## src/rtl/operand_stage.sv

```systemverilog
// Operand-fetch stage: 8x16 register file, two sequential reads into A/B latches, B shifter and
// source selects, valid/ready hand-off to the ALU. Optional write-first collision: OPERAND_BYPASS_EN.
module operand_stage #(
  parameter int WIDTH = 16,
  parameter int NREGS = 8
) (
  input  logic             clk,
  input  logic             reset,
  input  logic             start,
  input  logic [2:0]       rn,
  input  logic [2:0]       rm,
  input  logic [1:0]       shift,
  input  logic             asel,
  input  logic             bsel,
  input  logic [WIDTH-1:0] sximm5,
  input  logic [1:0]       op_in,
  input  logic             wb_en,
  input  logic [2:0]       wb_reg,
  input  logic [WIDTH-1:0] wb_data,
  output logic             busy,
  output logic             out_valid,
  input  logic             out_ready,
  output logic [WIDTH-1:0] ain,
  output logic [WIDTH-1:0] bin,
  output logic [1:0]       aluop,
  output logic [1:0]       state_dbg
);

  typedef enum logic [1:0] {IDLE, LOAD_A, LOAD_B, VALID} state_t;

  state_t           state_q, state_d;
  logic [WIDTH-1:0] rf_q [NREGS];
  logic [WIDTH-1:0] a_q, b_q;
  logic [2:0]       cmd_rn_q, cmd_rm_q;
  logic [1:0]       cmd_shift_q, cmd_op_q;
  logic             cmd_asel_q, cmd_bsel_q;
  logic [WIDTH-1:0] cmd_imm_q;
  logic [2:0]       rd_idx;
  logic [WIDTH-1:0] rd_data;
  logic [WIDTH-1:0] b_shifted;

  // Handshake: a transfer happens on the rising edge where out_valid && out_ready; out_valid
  // only rises in VALID and holds, with ain/bin/aluop stable, until that edge (or reset).
  always_comb begin
    state_d = state_q;
    case (state_q)
      IDLE:    if (start) state_d = LOAD_A;
      LOAD_A:  state_d = LOAD_B;
      LOAD_B:  state_d = VALID;
      VALID:   if (out_ready) state_d = IDLE;
      default: state_d = IDLE;
    endcase
  end

  // Single read port: index follows the load state.
  always_comb begin
    rd_idx  = (state_q == LOAD_A) ? cmd_rn_q : cmd_rm_q;
    rd_data = rf_q[rd_idx];
`ifdef OPERAND_BYPASS_EN
    if (wb_en && (wb_reg == rd_idx)) rd_data = wb_data;
`endif
  end

  always_ff @(posedge clk) begin
    if (reset) begin
      state_q     <= IDLE;
      a_q         <= '0;
      b_q         <= '0;
      cmd_rn_q    <= '0;
      cmd_rm_q    <= '0;
      cmd_shift_q <= '0;
      cmd_op_q    <= '0;
      cmd_asel_q  <= 1'b0;
      cmd_bsel_q  <= 1'b0;
      cmd_imm_q   <= '0;
      for (int i = 0; i < NREGS; i++) rf_q[i] <= '0;
    end else begin
      state_q <= state_d;
      if (state_q == IDLE && start) begin
        cmd_rn_q    <= rn;
        cmd_rm_q    <= rm;
        cmd_shift_q <= shift;
        cmd_op_q    <= op_in;
        cmd_asel_q  <= asel;
        cmd_bsel_q  <= bsel;
        cmd_imm_q   <= sximm5;
      end
      if (state_q == LOAD_A) a_q <= rd_data;
      if (state_q == LOAD_B) b_q <= rd_data;
      if (wb_en) rf_q[wb_reg] <= wb_data;
    end
  end

  always_comb begin
    b_shifted = b_q;
    case (cmd_shift_q)
      2'b01:   b_shifted = {b_q[WIDTH-2:0], 1'b0};
      2'b10:   b_shifted = {1'b0, b_q[WIDTH-1:1]};
      2'b11:   b_shifted = {b_q[WIDTH-1], b_q[WIDTH-1:1]};
      default: b_shifted = b_q;
    endcase
  end

  always_comb begin
    busy      = (state_q != IDLE);
    out_valid = (state_q == VALID);
    ain       = '0;
    bin       = '0;
    aluop     = '0;
    if (state_q == VALID) begin
      ain   = cmd_asel_q ? '0 : a_q;
      bin   = cmd_bsel_q ? cmd_imm_q : b_shifted;
      aluop = cmd_op_q;
    end
  end

  assign state_dbg = state_q;

endmodule

```

## config.mk

```make
export PLATFORM = sky130hd
export DESIGN_NAME = operand_stage
export DESIGN_NICKNAME = d
export VERILOG_FILES = /design/src/rtl/operand_stage.sv
export SDC_FILE = /design/constraint.sdc
export NUM_CORES = 1
export LEC_CHECK = 0
export BUFFER_PORTS_ARGS = -buffer_cell sky130_fd_sc_hd__clkbuf_2
export CORE_MARGIN = 5
export CORE_UTILIZATION = 62
export DETAILED_ROUTE_END_ITERATION = 10
export PLACE_DENSITY = 0.9
export REMOVE_ABC_BUFFERS = 1
export SLEW_MARGIN = 20
export SYNTH_ARGS = -nofsm -noshare
export SYNTH_HDL_FRONTEND = slang
export SYNTH_SLANG_ARGS = --single-unit
```

## constraint.sdc

```tcl
create_clock -name clk -period 5.6 [get_ports clk]
set_input_delay 0.56 -clock clk [delete_from_list [all_inputs] [get_ports clk]]
set_output_delay 0.56 -clock clk [all_outputs]
set_load 0.03 [all_outputs]
```

* After elaboration in Yosys (flattened, before gate mapping)
Memory sizes are Yosys's and may differ from the RTL's. Index checks and enable logic that the tools add are counted.
Word-level totals: input port bits 52, memories 1, register bits after elaboration 62, word-level logic and storage cells 42, memory bits (writable) 128
Memory list:
- rf_q | depth 8, width 16, read ports 1, clocked after memory_dff 0, wr ports 8, RTL line 32 | logic [WIDTH-1:0] rf_q [NREGS];
Operators by class: multiplexer cells 18, eq/ne operators 8, reduce and logical (&&, ||, !) cells 5
Operators with widths (number):
- $mux 16 | 5
- $pmux 16 s3 | 1
- $reduce_or 16->1 | 1
- $eq 2x2->1 const B | 4
- $pmux 2 s4 | 1
- $mux 1 | 6
- $mux 2 | 3
- $mux 3 | 2
- $eq 2x1->1 const B | 2
- $logic_not 2->1 | 1
- $ne 2x1->1 const B | 1
- $ne 2x2->1 const B | 1
- $reduce_and 2->1 | 1
- $reduce_bool 2->1 | 1
- $logic_and 1x1->1 | 1

* Logic depth before layout (Yosys ltp)
depth in word-level cells 5, depth in mapped cells 9

* Least setup slack after synthesis
No wires, ideal clock.
kind reg2out, from reg state_q[1] (netlist: state_dbg[1]), to out ain[10], buffers on the path 1, data required time 5040 ps, data arrival time 2041 ps, slack 2999 ps, cell stages (with the launch flop) 6, path through dfxtp_1 > ha_1 > clkinv_1 > nor2_1 > clkbuf_1 > and2_1
On the way: longest elaborated chain between the ends 2
Ends and longest elaborated chain:
- from (decl) | RTL line 31 | state_t state_q, state_d;
- from (signal assigned) | RTL line 78 | state_q <= state_d;
- $eq 2x2->1
- via out_valid | RTL line 21 | output logic out_valid,
- $mux 16 | RTL line 110 | if (state_q == VALID) begin
- to (decl) | RTL line 23 | output logic [WIDTH-1:0] ain,
The timed path passes the listed nets, and every way through them passes these cells.

* Worst setup path after layout
from reg state_q[1] (netlist: state_dbg[1]), to out ain[8]
On the way: longest elaborated chain between the ends 2
Ends and longest elaborated chain (RTL line):
- $eq 2x2->1 | 110
- $mux 16 | 110
No other way between the ends.

==> metrics.txt <==
first-pass GRT wire length 39.5 mm; most frequent cells in the layout nor2_1, and2_1, edfxtp_1; P_int 2790 uW; IO buf count 89; Worst Tran Pin Value 1.12 ns; Slowest-stage cell, CP nor2_1; drt via density 6.15; multiplexer area fraction after synthesis 3.60%; xor/xnor share of the synthesized area 0%; area delta synth->final 9.65%; CP Capture Type primary output; Psw 1570 uW; fin area 0.0107 mm^2; CP max FO 18; RSZ-0062 raised after global routing no; Final Cycle Share 60.1%; Yosys warnings 0; Max Fclk 0.297 GHz; Vias 7718; routed len/inst 20.0 um; drt initial violations 1071; Overall Global Routing Usage 27.8%; final hold vios 0; Ant. Diodes 0; Sw Share 36.1%; Die Y 136 um; Slew headroom 24.1%; status complete, no violations; most common cell after layout, fill and taps aside nor2_1; pwr/cell area 407 mW/mm^2; TritonCTS buffer count 17; final worst slack 2.24 ns; power share of the combinational group 30.9%; P_leak 0.00378 uW; largest net degree at the start of global routing 68; clock-pin slew on the worst setup and hold paths 0.07 ns; routed wire length 25.0 mm; register area share after synthesis 52.1%; Crit Path Category reg2out; Yosys reg bits 190; CTS tree yes; Worst setup SP type flop; final core occ 69.9%; Core Footprint 0.0153 mm^2; Final Total Pwr 4360 uW; Final min period 3.36 ns; max cap viols 0; Hold Path Class in2reg; nets 1088; Max IR drop VDD 0.243 mV; post-placement worst setup slack 2.56 ns; TNS Setup 0 ns; clock skew 0.00786 ns; fin. max-slew vios 0; maximum buffer depth of the clock tree 2; Skew-Pair Late Insertion Delay 0.44 ns; # Post-CTS Setup Buffers 0; total clock sinks 190; Max stage delay on crit path 0.84 ns; CP required 5.04 ns; vias in the first global route 7344; Flop pwr share 42.4%; Root Driver clkbuf_16; Post-Synth Adder-Cell Area 0.641%; GP Congestion 0.860; Synth area leaders edfxtp_1, dfxtp_1, and2_1; post-synth top area cell edfxtp_1; clock share of power 26.7%; IO Count 90; Post-Syn Area 0.00977 mm^2; dpl cell area 0.0101 mm^2; 1st-pass router iterations 6; DIE AREA 0.0184 mm^2; GRT overflow 0; final HPWL from detailed placement 16.0 mm; drc violations 0; Yosys top cell area share 39.4%; H-tree levels 4; Finish-stage setup viols 0; layout cells sized above 1 15.4%; distinct cell type count after synthesis 40; Initial Util 63.8%; Routed Antenna Nets 0; largest family of logic cells by synthesized area simple AND/OR/NAND/NOR gates; post-synthesis cell count 992; Chip Width 136 um; cts repair resizes 0; Critical Path AT 2.80 ns; Hold-fix buffers, CTS 0; initial antenna violation count 0; crit-path cells ha_1 -> clkinv_1 -> nor2_1 -> and2_1 -> clkbuf_2; Rows 45; Avg Synthesized Cell Area 9.85 um^2; simple-gate share of the synthesized area 24.1%; post-synthesis compound-gate area fraction 15.1%
-- flip-flops by register name (all words and copies together), names as in the netlist, 2 cells and up --
name	cells
rf_q	128
cmd_rn_q	3
a_q	16
b_q	16
cmd_shift_q	2
cmd_op_q	2
cmd_rm_q	3
state_dbg	2
cmd_imm_q	16
-- cell families after synthesis --
logic type,after synthesis
AO/OA/AOI/OAI,210
adder cells (fa/ha/maj),5
buffers and inverters,83
flip-flops,190
multiplexers,33
AND/OR/NAND/NOR,471
-- final cells by class --
class	count	area, um^2
fillers	1109	4610
inverters	7	26.3
clock buffers	22	507
repair buffers	96	498
clock inverters	10	57.6
multi-input cells	719	4270
well taps	211	264
flip-flops and latches	190	5090
-- power by group through the flow --
| stage | clock network (uW) | logic [uW] | registers, uW |
|---|---|---|---|
| final | 1160 | 1350 | 1850 |
| after global routing | 1220 | 1460 | 1880 |
| after CTS | 1170 | 1320 | 1850 |
| after detailed placement | 0 | 1300 | 1880 |
| after global placement | 0 | 1250 | 1870 |
| after floorplan | 0 | 892 | 1850 |
-- critical path, delay by kind of cell (launching register included) --
family | cells | cell delay [ns]
AND/OR/NAND/NOR | 2 | 1.11
flip-flops | 1 | 0.40
buffers and inverters | 2 | 0.61
adder cells (fa/ha/maj) | 1 | 0.24
-- cell usage after synthesis --
cell type,number
o22ai_1,1
nand3b_1,1
or3b_4,1
o211ai_1,1
a21oi_2,1
buf_2,16
or2_2,8
dfxtp_1,62
nor2_2,1
nor3_1,2
o221ai_2,1
mux2i_4,1
a22oi_2,13
nor2b_1,1
nand2b_1,64
nand2b_2,1
mux2i_1,30
buf_6,9
o32a_1,1
a21oi_1,46
and2_1,148
nor3_4,1
a22oi_1,19
a32oi_1,16
mux2_4,1
mux2i_2,1
inv_1,6
o21ai_1,2
nand2_1,88
edfxtp_1,128
clkinv_1,1
a211oi_1,34
ha_1,5
clkbuf_2,3
o221ai_1,30
clkbuf_1,36
nor2_1,155
o21ai_0,45
buf_4,9
buf_1,3
-- path summary, 6_finish.rpt --
path / startpoint / to / slack, ns / cells past startpoint
max: state_dbg[1] / ain[8] / 2.24 / 5
min: rn[0] / cmd_rn_q[0] / 0.33 / 3
max reg2reg: state_dbg[1] / a_q[3] / 2.43 / 5
min reg2reg: cmd_op_q[0] / cmd_op_q[0] / 0.45 / 2
-- layer usage --
metal | part of all wire, % | global-route usage (%)
met5 | 0 | 0
met4 | 2.9 | 9.74
met3 | 11 | 6.61
met2 | 46 | 44.9
met1 | 40 | 37.0
-- through the flow --
stage / instances / hold WS, ns
finish: 1255 / 0.329
global route: 1255 / 0.344
CTS: 1255 / 0.317
detailed placement: 1223 / 0.444
global placement: 1223 / 0.440
floorplan: 916 / 0.426
Note: power is estimated with default switching activity, not from simulation.
